==> config.mk <==
export PLATFORM = sky130hd
export DESIGN_NAME = alu_reservation_station_flat
export DESIGN_NICKNAME = d
export VERILOG_FILES = /design/src/rtl/alu_reservation_station_if.sv /design/src/rtl/alu_reservation_station.sv /design/src/flat_wrapper.sv
export SDC_FILE = /design/constraint.sdc
export NUM_CORES = 2
export LEC_CHECK = 0
export ABC_AREA = 1
export CORE_AREA = 2 2 235 237
export DETAILED_ROUTE_END_ITERATION = 8
export DIE_AREA = 0 0 237 239
export GPL_ROUTABILITY_DRIVEN = 0
export HOLD_SLACK_MARGIN = 0.15
export PLACE_DENSITY = 0.81
export SLEW_MARGIN = 20
export SYNTH_ARGS = -nofsm -noshare
export SYNTH_HDL_FRONTEND = slang
export SYNTH_SLANG_ARGS = --single-unit
==> constraint.sdc <==
create_clock -name clk -period 3.8 [get_ports clk]
set_clock_uncertainty 0.15 [all_clocks]
set_input_delay 0.76 -clock clk [delete_from_list [all_inputs] [get_ports clk]]
set_output_delay 0.76 -clock clk [all_outputs]
set_load 0.05 [all_outputs]
==> src/rtl/alu_reservation_station_if.sv <==
// Bundles the ROB dispatch port, the two result broadcast buses, and the ALU issue port
// of the ALU reservation station.
interface alu_reservation_station_if #(
    parameter int TAG_W = 3,
    parameter int XLEN  = 32
);
    logic [TAG_W-1:0] target;
    logic [4:0]       op_in;
    logic [XLEN-1:0]  value1;
    logic [TAG_W-1:0] query1;
    logic [XLEN-1:0]  value2;
    logic [TAG_W-1:0] query2;
    logic [XLEN-1:0]  imm_in;
    logic [TAG_W-1:0] cdb_alu_num;
    logic [XLEN-1:0]  cdb_alu_value;
    logic [TAG_W-1:0] cdb_mem_num;
    logic [XLEN-1:0]  cdb_mem_value;
    logic             rs_full;
    logic             alu_valid;
    logic [4:0]       alu_op;
    logic [XLEN-1:0]  alu_a;
    logic [XLEN-1:0]  alu_b;
    logic [XLEN-1:0]  alu_imm;
    logic [TAG_W-1:0] alu_tag;

    modport slave (
        input  target, op_in, value1, query1, value2, query2, imm_in,
        input  cdb_alu_num, cdb_alu_value, cdb_mem_num, cdb_mem_value,
        output rs_full, alu_valid, alu_op, alu_a, alu_b, alu_imm, alu_tag
    );

    modport master (
        output target, op_in, value1, query1, value2, query2, imm_in,
        output cdb_alu_num, cdb_alu_value, cdb_mem_num, cdb_mem_value,
        input  rs_full, alu_valid, alu_op, alu_a, alu_b, alu_imm, alu_tag
    );
endinterface

==> src/rtl/alu_reservation_station.sv <==
// ALU reservation station: holds renamed instructions until both operands are resolved
// from the ALU/memory broadcasts, then issues the oldest ready one (age matrix order).
module alu_reservation_station #(
    parameter int DEPTH = 4,
    parameter int TAG_W = 3,
    parameter int XLEN  = 32
) (
    input  logic                     clk,
    input  logic                     rst_n,
    input  logic                     flush_i,
    alu_reservation_station_if.slave rs_if,
    output logic                     overflow_o
);
    localparam int CNT_W = $clog2(DEPTH + 1);
    localparam logic [DEPTH-1:0] LSB_ONE = {{(DEPTH-1){1'b0}}, 1'b1};

    logic [DEPTH-1:0] valid_q, valid_d;
    logic [4:0]       op_q  [DEPTH];
    logic [4:0]       op_d  [DEPTH];
    logic [XLEN-1:0]  v1_q  [DEPTH];
    logic [XLEN-1:0]  v1_d  [DEPTH];
    logic [TAG_W-1:0] q1_q  [DEPTH];
    logic [TAG_W-1:0] q1_d  [DEPTH];
    logic [XLEN-1:0]  v2_q  [DEPTH];
    logic [XLEN-1:0]  v2_d  [DEPTH];
    logic [TAG_W-1:0] q2_q  [DEPTH];
    logic [TAG_W-1:0] q2_d  [DEPTH];
    logic [XLEN-1:0]  imm_q [DEPTH];
    logic [XLEN-1:0]  imm_d [DEPTH];
    logic [TAG_W-1:0] tag_q [DEPTH];
    logic [TAG_W-1:0] tag_d [DEPTH];
    // older_q[j][i] = 1 means entry j was allocated before entry i
    logic [DEPTH-1:0] older_q [DEPTH];
    logic [DEPTH-1:0] older_d [DEPTH];

    logic [DEPTH-1:0] ready_s, blocked_s, grant_s, iss_mask_s, free_s, alloc_mask_s;
    logic             iss_any_s, alloc_s, drop_s;
    logic [CNT_W-1:0] cnt_s;
    logic [4:0]       iss_op_s;
    logic [XLEN-1:0]  iss_a_s, iss_b_s, iss_imm_s;
    logic [TAG_W-1:0] iss_tag_s;

    logic             rs_full_q, alu_valid_q, overflow_q;
    logic [4:0]       alu_op_q;
    logic [XLEN-1:0]  alu_a_q, alu_b_q, alu_imm_q;
    logic [TAG_W-1:0] alu_tag_q;

    // Operand snoop: a nonzero producer tag matching a broadcast takes its value; ALU bus wins.
    function automatic logic [TAG_W+XLEN-1:0] snoop(
        input logic [TAG_W-1:0] q,
        input logic [XLEN-1:0]  v,
        input logic [TAG_W-1:0] an,
        input logic [XLEN-1:0]  av,
        input logic [TAG_W-1:0] mn,
        input logic [XLEN-1:0]  mv
    );
        logic [TAG_W+XLEN-1:0] r;
        if ((q != {TAG_W{1'b0}}) && (q == an)) begin
            r = {{TAG_W{1'b0}}, av};
        end else if ((q != {TAG_W{1'b0}}) && (q == mn)) begin
            r = {{TAG_W{1'b0}}, mv};
        end else begin
            r = {q, v};
        end
        return r;
    endfunction

    // Readiness and oldest-ready selection from registered state only.
    always_comb begin
        ready_s   = '0;
        blocked_s = '0;
        for (int i = 0; i < DEPTH; i++) begin
            ready_s[i] = valid_q[i] && (q1_q[i] == {TAG_W{1'b0}}) && (q2_q[i] == {TAG_W{1'b0}});
        end
        for (int i = 0; i < DEPTH; i++) begin
            for (int j = 0; j < DEPTH; j++) begin
                blocked_s[i] = blocked_s[i] | (ready_s[j] & older_q[j][i]);
            end
        end
        grant_s    = ready_s & ~blocked_s;
        iss_mask_s = grant_s & (~grant_s + LSB_ONE);
        iss_any_s  = (|iss_mask_s) && !flush_i;
        free_s     = ~valid_q;
        alloc_s    = (rs_if.target != {TAG_W{1'b0}}) && (|free_s) && !flush_i;
        drop_s     = (rs_if.target != {TAG_W{1'b0}}) && !(|free_s) && !flush_i;
        alloc_mask_s = alloc_s ? (free_s & (~free_s + LSB_ONE)) : {DEPTH{1'b0}};
    end

    // Issue-field mux from the selected entry.
    always_comb begin
        iss_op_s  = 5'b00000;
        iss_a_s   = '0;
        iss_b_s   = '0;
        iss_imm_s = '0;
        iss_tag_s = '0;
        for (int i = 0; i < DEPTH; i++) begin
            iss_op_s  = iss_op_s  | (iss_mask_s[i] ? op_q[i]  : 5'b00000);
            iss_a_s   = iss_a_s   | (iss_mask_s[i] ? v1_q[i]  : {XLEN{1'b0}});
            iss_b_s   = iss_b_s   | (iss_mask_s[i] ? v2_q[i]  : {XLEN{1'b0}});
            iss_imm_s = iss_imm_s | (iss_mask_s[i] ? imm_q[i] : {XLEN{1'b0}});
            iss_tag_s = iss_tag_s | (iss_mask_s[i] ? tag_q[i] : {TAG_W{1'b0}});
        end
    end

    // Entry next state: allocate with dispatch bypass, otherwise snoop both buses.
    always_comb begin
        op_d  = op_q;
        v1_d  = v1_q;
        q1_d  = q1_q;
        v2_d  = v2_q;
        q2_d  = q2_q;
        imm_d = imm_q;
        tag_d = tag_q;
        for (int i = 0; i < DEPTH; i++) begin
            if (alloc_mask_s[i]) begin
                op_d[i]  = rs_if.op_in;
                imm_d[i] = rs_if.imm_in;
                tag_d[i] = rs_if.target;
                {q1_d[i], v1_d[i]} = snoop(rs_if.query1, rs_if.value1, rs_if.cdb_alu_num,
                                           rs_if.cdb_alu_value, rs_if.cdb_mem_num, rs_if.cdb_mem_value);
                {q2_d[i], v2_d[i]} = snoop(rs_if.query2, rs_if.value2, rs_if.cdb_alu_num,
                                           rs_if.cdb_alu_value, rs_if.cdb_mem_num, rs_if.cdb_mem_value);
            end else begin
                {q1_d[i], v1_d[i]} = snoop(q1_q[i], v1_q[i], rs_if.cdb_alu_num,
                                           rs_if.cdb_alu_value, rs_if.cdb_mem_num, rs_if.cdb_mem_value);
                {q2_d[i], v2_d[i]} = snoop(q2_q[i], v2_q[i], rs_if.cdb_alu_num,
                                           rs_if.cdb_alu_value, rs_if.cdb_mem_num, rs_if.cdb_mem_value);
            end
        end
    end

    // Valid bits, age matrix and post-edge occupancy.
    always_comb begin
        if (flush_i) begin
            valid_d = '0;
        end else begin
            valid_d = (valid_q & ~iss_mask_s) | alloc_mask_s;
        end
        for (int j = 0; j < DEPTH; j++) begin
            for (int i = 0; i < DEPTH; i++) begin
                older_d[j][i] = flush_i         ? 1'b0 :
                                alloc_mask_s[j] ? 1'b0 :
                                alloc_mask_s[i] ? valid_q[j] : older_q[j][i];
            end
        end
        cnt_s = '0;
        for (int i = 0; i < DEPTH; i++) begin
            cnt_s = cnt_s + CNT_W'(valid_d[i]);
        end
    end

    // Entry storage and age matrix.
    always_ff @(posedge clk or negedge rst_n) begin
        if (!rst_n) begin
            valid_q <= '0;
            for (int i = 0; i < DEPTH; i++) begin
                op_q[i]    <= 5'b00000;
                v1_q[i]    <= '0;
                q1_q[i]    <= '0;
                v2_q[i]    <= '0;
                q2_q[i]    <= '0;
                imm_q[i]   <= '0;
                tag_q[i]   <= '0;
                older_q[i] <= '0;
            end
        end else begin
            valid_q <= valid_d;
            op_q    <= op_d;
            v1_q    <= v1_d;
            q1_q    <= q1_d;
            v2_q    <= v2_d;
            q2_q    <= q2_d;
            imm_q   <= imm_d;
            tag_q   <= tag_d;
            older_q <= older_d;
        end
    end

    // Registered issue port, back-pressure and sticky overflow.
    always_ff @(posedge clk or negedge rst_n) begin
        if (!rst_n) begin
            rs_full_q   <= 1'b0;
            alu_valid_q <= 1'b0;
            alu_op_q    <= 5'b11111;
            alu_a_q     <= '0;
            alu_b_q     <= '0;
            alu_imm_q   <= '0;
            alu_tag_q   <= '0;
            overflow_q  <= 1'b0;
        end else begin
            rs_full_q   <= (cnt_s >= CNT_W'(DEPTH - 1));
            alu_valid_q <= iss_any_s;
            if (iss_any_s) begin
                alu_op_q  <= iss_op_s;
                alu_a_q   <= iss_a_s;
                alu_b_q   <= iss_b_s;
                alu_imm_q <= iss_imm_s;
                alu_tag_q <= iss_tag_s;
            end
            if (drop_s) begin
                overflow_q <= 1'b1;
            end
        end
    end

    assign rs_if.rs_full   = rs_full_q;
    assign rs_if.alu_valid = alu_valid_q;
    assign rs_if.alu_op    = alu_op_q;
    assign rs_if.alu_a     = alu_a_q;
    assign rs_if.alu_b     = alu_b_q;
    assign rs_if.alu_imm   = alu_imm_q;
    assign rs_if.alu_tag   = alu_tag_q;
    assign overflow_o      = overflow_q;
endmodule

==> src/flat_wrapper.sv <==
// flat-port wrapper written by rule: the top's interface ports become plain ports
module alu_reservation_station_flat 
#(
    parameter int DEPTH = 4,
    parameter int TAG_W = 3,
    parameter int XLEN  = 32
)
  (clk, rst_n, flush_i, overflow_o, rs_if_target, rs_if_op_in, rs_if_value1, rs_if_query1, rs_if_value2, rs_if_query2, rs_if_imm_in, rs_if_cdb_alu_num, rs_if_cdb_alu_value, rs_if_cdb_mem_num, rs_if_cdb_mem_value, rs_if_rs_full, rs_if_alu_valid, rs_if_alu_op, rs_if_alu_a, rs_if_alu_b, rs_if_alu_imm, rs_if_alu_tag);
  alu_reservation_station_if #(.TAG_W(TAG_W), .XLEN(XLEN)) rs_if_i ();
  input  logic clk;
  input  logic rst_n;
  input  logic flush_i;
  output logic overflow_o;
  input wire logic [$bits(rs_if_i.target)-1:0] rs_if_target;
  input wire logic [$bits(rs_if_i.op_in)-1:0] rs_if_op_in;
  input wire logic [$bits(rs_if_i.value1)-1:0] rs_if_value1;
  input wire logic [$bits(rs_if_i.query1)-1:0] rs_if_query1;
  input wire logic [$bits(rs_if_i.value2)-1:0] rs_if_value2;
  input wire logic [$bits(rs_if_i.query2)-1:0] rs_if_query2;
  input wire logic [$bits(rs_if_i.imm_in)-1:0] rs_if_imm_in;
  input wire logic [$bits(rs_if_i.cdb_alu_num)-1:0] rs_if_cdb_alu_num;
  input wire logic [$bits(rs_if_i.cdb_alu_value)-1:0] rs_if_cdb_alu_value;
  input wire logic [$bits(rs_if_i.cdb_mem_num)-1:0] rs_if_cdb_mem_num;
  input wire logic [$bits(rs_if_i.cdb_mem_value)-1:0] rs_if_cdb_mem_value;
  output wire logic [$bits(rs_if_i.rs_full)-1:0] rs_if_rs_full;
  output wire logic [$bits(rs_if_i.alu_valid)-1:0] rs_if_alu_valid;
  output wire logic [$bits(rs_if_i.alu_op)-1:0] rs_if_alu_op;
  output wire logic [$bits(rs_if_i.alu_a)-1:0] rs_if_alu_a;
  output wire logic [$bits(rs_if_i.alu_b)-1:0] rs_if_alu_b;
  output wire logic [$bits(rs_if_i.alu_imm)-1:0] rs_if_alu_imm;
  output wire logic [$bits(rs_if_i.alu_tag)-1:0] rs_if_alu_tag;
  assign rs_if_i.target = rs_if_target;
  assign rs_if_i.op_in = rs_if_op_in;
  assign rs_if_i.value1 = rs_if_value1;
  assign rs_if_i.query1 = rs_if_query1;
  assign rs_if_i.value2 = rs_if_value2;
  assign rs_if_i.query2 = rs_if_query2;
  assign rs_if_i.imm_in = rs_if_imm_in;
  assign rs_if_i.cdb_alu_num = rs_if_cdb_alu_num;
  assign rs_if_i.cdb_alu_value = rs_if_cdb_alu_value;
  assign rs_if_i.cdb_mem_num = rs_if_cdb_mem_num;
  assign rs_if_i.cdb_mem_value = rs_if_cdb_mem_value;
  assign rs_if_rs_full = rs_if_i.rs_full;
  assign rs_if_alu_valid = rs_if_i.alu_valid;
  assign rs_if_alu_op = rs_if_i.alu_op;
  assign rs_if_alu_a = rs_if_i.alu_a;
  assign rs_if_alu_b = rs_if_i.alu_b;
  assign rs_if_alu_imm = rs_if_i.alu_imm;
  assign rs_if_alu_tag = rs_if_i.alu_tag;
  alu_reservation_station #(.DEPTH(DEPTH), .TAG_W(TAG_W), .XLEN(XLEN)) u_core (.clk(clk), .rst_n(rst_n), .flush_i(flush_i), .rs_if(rs_if_i), .overflow_o(overflow_o));
endmodule
* After elaboration in Yosys (flattened, before gate mapping)
Index checks and enable logic that the tools add are counted.
Storage, ports and cells: input bits 183, output and inout port bits 107, register bits after elaboration 567
Cells by class: muxes and demuxes 102, add/subtract/negate cells 5, order comparisons 1, bitwise logic cells 53, reductions and logical operators 74, equal/unequal tests 20
Operators with widths (number):
- $mux 35 | 20
- $mux 32 | 20
- $or 32x32->32 | 9
- $reduce_bool 3->1 | 25
- $eq 3x3->1 | 20
- $mux 1 | 44
- $mux 3 | 12
- $logic_and 1x1->1 | 33
- $logic_not 3->1 | 8
- $mux 5 | 4
- $not 4->4 | 5
- $and 1x1->1 | 16
- $and 4x4->4 | 4
- $or 5x5->5 | 3
- $or 1x1->1 | 12
- $or 3x3->3 | 3
- $add 4x1->4 const B | 2
- $mux 4 | 2
- $reduce_bool 2->1 | 4
- $reduce_or 4->1 | 2
- $add 3x1->3 | 2
- $or 4x4->4 | 1
- $ge 3x2->1 const B | 1
- $add 1x1->2 | 1
- $logic_not 1->1 | 2

* Longest topological paths before layout
depth in word-level cells 20, mapped depth 18

* Worst setup path before layout
OpenSTA, ideal clock, no wires.
kind input port to flip-flop, start point input rs_if_target[2], end point register u_core.rs_full_q (netlist: u_core.rs_if.rs_full), required time 3.523 ns, stages 18, path slack 0.393 ns, library setup time 0.127 ns, arrival time 3.130 ns, cells stage by stage inv_1 -> nand3_1 -> nand2_1 -> inv_2 -> nand2_1 -> nor3_2 -> inv_2 -> buf_4 -> clkbuf_1 -> o21ai_0 -> ha_1 -> inv_1 -> fa_1 -> inv_1 -> ha_1 -> inv_1 -> nor3_1 -> or2_2
On the way: word-level cells in the longest chain between the ends 10
Ends and longest elaborated chain:
- start, declared | RTL line flat_wrapper.sv:14 | input wire logic [$bits(rs_if_i.target)-1:0] rs_if_target;
- $reduce_bool 3->1 | RTL line alu_reservation_station.sv:84 | alloc_s = (rs_if.target != {TAG_W{1'b0}}) && (|free_s) && !flush_i;
- $logic_and 1x1->1 (2 in a row) | RTL line alu_reservation_station.sv:84
- $mux 4 | RTL line alu_reservation_station.sv:86 | alloc_mask_s = alloc_s ? (free_s & (~free_s + LSB_ONE)) : {DEPTH{1'b0}};
- $or 4x4->4 | RTL line alu_reservation_station.sv:137 | valid_d = (valid_q & ~iss_mask_s) | alloc_mask_s;
- $mux 4 | RTL line alu_reservation_station.sv:134 | if (flush_i) begin
- via u_core.valid_d[1] | RTL line alu_reservation_station.sv:17 | logic [DEPTH-1:0] valid_q, valid_d;
- $add 1x1->2 | RTL line alu_reservation_station.sv:148 | cnt_s = cnt_s + CNT_W'(valid_d[i]);
- $add 3x1->3 (2 in a row) | RTL line alu_reservation_station.sv:148
- $ge 3x2->1 | RTL line alu_reservation_station.sv:191 | rs_full_q <= (cnt_s >= CNT_W'(DEPTH - 1));
- end signal, assigned | RTL line alu_reservation_station.sv:191
- end, declared | RTL line alu_reservation_station.sv:43 | logic rs_full_q, alu_valid_q, overflow_q;
The timed path passes the listed nets, and every way through them passes these cells. A chain may end at the register's enable or synchronous reset.

* Final worst setup path
start point register u_core.q2_q[7] (netlist bit), end point register u_core.rs_full_q (netlist: u_core.rs_if.rs_full)
On the way: word-level cells in the longest chain between the ends 19, elaborated cells on any way between the ends 31, those cells by class add/sub (4); order compare (1); mux (1); bitwise (23); reduce/logical (2)
Ends and longest elaborated chain:
- start, declared | RTL line alu_reservation_station.sv:26 | logic [TAG_W-1:0] q2_q [DEPTH];
- start signal, assigned | RTL line alu_reservation_station.sv:172 | q2_q <= q2_d;
- $logic_not 3->1 (*) | RTL line alu_reservation_station.sv:73 | ready_s[i] = valid_q[i] && (q1_q[i] == {TAG_W{1'b0}}) && (q2_q[i] == {TAG_W{1'b0}});
- $logic_and 1x1->1 (*) | RTL line alu_reservation_station.sv:73
- $and 1x1->1 | RTL line alu_reservation_station.sv:77 | blocked_s[i] = blocked_s[i] | (ready_s[j] & older_q[j][i]);
- $or 1x1->1 (3 in a row) | RTL line alu_reservation_station.sv:77
- $not 4->4 | RTL line alu_reservation_station.sv:80 | grant_s = ready_s & ~blocked_s;
- $and 4x4->4 (*) | RTL line alu_reservation_station.sv:80
- $not 4->4 | RTL line alu_reservation_station.sv:81 | iss_mask_s = grant_s & (~grant_s + LSB_ONE);
- $add 4x1->4 | RTL line alu_reservation_station.sv:81
- $and 4x4->4 (*) | RTL line alu_reservation_station.sv:81
- $not 4->4 (*) | RTL line alu_reservation_station.sv:137
- $and 4x4->4 (*) | RTL line alu_reservation_station.sv:137
- $or 4x4->4 (*) | RTL line alu_reservation_station.sv:137
- $mux 4 (*) | RTL line alu_reservation_station.sv:134
- via u_core.valid_d[1] | RTL line alu_reservation_station.sv:17
- $add 1x1->2 (*) | RTL line alu_reservation_station.sv:148
- $add 3x1->3 (*) (2 in a row) | RTL line alu_reservation_station.sv:148
- $ge 3x2->1 (*) | RTL line alu_reservation_station.sv:191
The timed path passes the listed nets; every way through them passes the cells marked *.

==> flow_summary.ini <==
[timing]
hold_viol = 0
fin_crit_ns = 3.42
fmax_mhz = 292
setup_viol_count_final = 0
setup_ws_ns = 0.381
tightest_slew_ns = 1.25
setup_tns_ns = 0
finalCritPeriodShare = 0.900
rsz0062_at_grt = false
finalMaxSlewViolations = 0
relSlewSlack = 0.164

[yosys]
ys_types = 40
ys_warn_count = 0
syn_avg_cell_area_um2 = 7.07
seq_area_frac_synth = 0.445
synth-async-reset-ratio = 1.00
synth.ff_latch_count = 563
synth.cell_area_um2 = 31700
synth_edf_count = 0
syn_nets = 4673
ys.flop_type = dfrtp_1
syn_inst = 4486

[placement]
postPlaceCellArea_um2 = 35100
dp_hpwl_um = 69200
dp.cells = 5219
place_ws_ns = 0.251
portBuffers = 289

[critical_path]
start_kind = flop
r2r_start = u_core.q2_q[7]
worstPathCellList = inv_1 -> nand3_1 -> nor2_2 -> nand2_1 -> nand2_1 -> nor2_4 -> nor3_1 -> o21ai_0 -> ha_1 -> inv_1 -> fa_1 -> inv_1 -> ha_1 -> inv_1 -> nor3_1 -> or2_2
cpMaxStageDelayCell = dfrtp_1
crit_buf_inv = 4
cpMostUsedCell = inv_1
cp_max_fo = 5
worstSetupEndpointType = flop
cpPeakStageDelay_ns = 0.42
ff2ff_setup_slack_ns = 0.38
criticalPathCategory = reg -> reg
critical-path-top-delay-family = simple AND/OR/NAND/NOR gates
critical_path_arrival_ns = 3.80
r2r_end = u_core.rs_if.rs_full
required_ns = 4.18
worst-r2r-cell-count = 16

[detailed_routing]
vias = 33400
met2_length_um = 50100
wire_per_inst_um = 21.8
met3_length_um = 15700
drt_iter0_drc = 4493
wl_met1_um = 41900
drc_errors = 0
top_layer = met4
wl_um = 116000
viasPerCell = 6.26
first_pass_iters = 7
ant_nets = 0

[cts]
clockBufferDepth = 3
cts_tree = built
cts-root-buf = clkbuf_16
cts_resized = 0
insertion_delay_ns = 0.66
cts_buffers = 60
h-tree-depth = 2
cts_sinks = 563
path_clk_slew_ns = 0.06

[floorplan]
die_h_um = 239
die_w_um = 237
initial_core_util = 0.583
core_um2 = 54300
dieArea_um2 = 56600
num_rows = 86
num_io_pins = 290

[hold_path]
hold_depth = 2
hold_class = reg -> reg
hold_path_end = u_core.rs_if.alu_op[2]
worstHoldStart = u_core.rs_if.alu_op[2]

[grt]
grt_usage = 0.409
first_global_vias = 31600
grt_pass1_wl_um = 180000
grt_max_degree = 157
grt-ovfl-total = 0
antenna_found_initial = 2

[power_and_ir_drop]
clkPwrFrac = 0.216
power.internal_w = 0.0162
total_power_w = 0.0287
p_comb_frac = 0.430
p_leak_nw = 18.0
net-switching-power_w = 0.0125
ir_worst_vdd_uv = 464
switching_share = 0.437
seq_power_share = 0.355
power.density_nw_per_um2 = 773

[job]
max_cap_viol_count = 0

[finish]
final_area_um2 = 37100
syn_to_final_growth_pct = 17.2
nNetsFinal = 4765
ff_latch_area_um2 = 14100
stdcell_count = 5332
num-fill-cells = 4512
multi_input_area_um2 = 15000
drive_gt1_frac = 0.0551

[status]
status = finished clean
[cells in the final DEF (no fill, tap or decap), types with 73 or more instances in the layout]
cell type and instances:
buf_4 73, clkdlybuf4s50_1 288, dfrtp_1 558, inv_1 256, nand2_1 1414, nand3_1 336, nand4_1 119, nor2_1 353
o21ai_0 672, o21ai_1 117
[metrics by stage]
| step | hold WS (ns) | utilization |
|---|---|---|
| global route | 0.332 | 0.684 |
| global placement | 0.307 | 0.646 |
| detailed placement | 0.310 | 0.646 |
| floorplan | 0.292 | - |
| finish | 0.319 | 0.684 |
| CTS | 0.322 | 0.684 |
[cells by family after synthesis]
logic type / count (synthesis) / synth area share
AND/OR/NAND/NOR: 2255 / 0.294
AO/OA/AOI/OAI: 970 / 0.160
buffers and inverters: 642 / 0.0852
flip-flops: 563 / 0.445
XOR/XNOR: 50 / 0.0138
adder cells (fa/ha/maj): 4 / 0.00182
multiplexers: 2 / 0.000710
[registers in the layout, indices dropped and copies added (netlist names), 20 cells and up]
| signal | flops |
|---|---|
| u_core.imm_q | 128 |
| u_core.op_q | 20 |
| u_core.rs_if.alu_a | 32 |
| u_core.rs_if.alu_b | 32 |
| u_core.rs_if.alu_imm | 32 |
| u_core.v1_q | 128 |
| u_core.v2_q | 128 |
[power by group through the flow]
stage,clock network [W],registers [W],logic (W)
2_1_floorplan,0,0.0115,0.00651
3_3_place_gp,0,0.0101,0.0117
3_5_place_dp,0,0.0102,0.0120
4_1_cts,0.00619,0.0101,0.0121
5_1_grt,0.00641,0.0104,0.0134
6_report,0.00619,0.0102,0.0123
[worst min-delay path, delay by kind of cell, from the launching register on]
kind / cells / cell delay, ns
flops: 1 / 0.37
simple gates: 2 / 0.10
[layout make-up]
type,count,share of cell area
Timing Repair Buffer,396,0.111
Clock buffer,86,0.0460
Antenna cell,2,0.000135
Sequential cell,563,0.379
Inverter,276,0.0282
Clock inverter,24,0.00893
Multi-Input combinational cell,3281,0.403
Tap cell,704,0.0237
[synth_stat cells, types with 12 or more instances]
cell type / count / area share
xnor2_1: 38 / 0.010
xor2_1: 12 / 0.0033
buf_1: 41 / 0.0049
nand2_1: 1415 / 0.17
nand4_1: 119 / 0.023
a21oi_1: 41 / 0.0065
o211ai_1: 22 / 0.0052
buf_4: 24 / 0.0057
clkbuf_1: 179 / 0.021
inv_1: 257 / 0.030
nand3_1: 339 / 0.054
buf_2: 114 / 0.018
dfrtp_1: 558 / 0.44
inv_2: 19 / 0.0022
o22ai_1: 50 / 0.0099
o21ai_0: 672 / 0.11
o21ai_1: 117 / 0.018
a31oi_1: 64 / 0.013
nor2_1: 353 / 0.042
[worst max-delay path by stage]
stage / startpoint / end / slack [ns] / cells after the start
final: u_core.q2_q[7] / u_core.rs_if.rs_full / 0.38 / 16
after global routing: u_core.q2_q[8] / u_core.rs_if.rs_full / 0.20 / 16
after CTS: u_core.q2_q[8] / u_core.rs_if.rs_full / 0.55 / 16
after detailed placement: rs_if_target[0] / u_core.rs_if.rs_full / 0.25 / 17
after global placement: rs_if_target[0] / u_core.rs_if.rs_full / 0.28 / 17
after floorplan: rs_if_target[2] / u_core.rs_if.rs_full / 0.39 / 18
[per-layer routing]
| layer | GRT usage | up-vias |
|---|---|---|
| li1 | - | 14800 |
| met1 | 0.520 | 15400 |
| met2 | 0.615 | 2545 |
| met3 | 0.113 | 578 |
| met4 | 0.268 | 0 |
| met5 | 0 | - |
[timing repair]
item | in CTS | in global routing
setup buffers | 0 | 0
hold buffers | 1 | 0
hold endpoints to repair | 64 | 0
(Power assumes the default switching activity.)
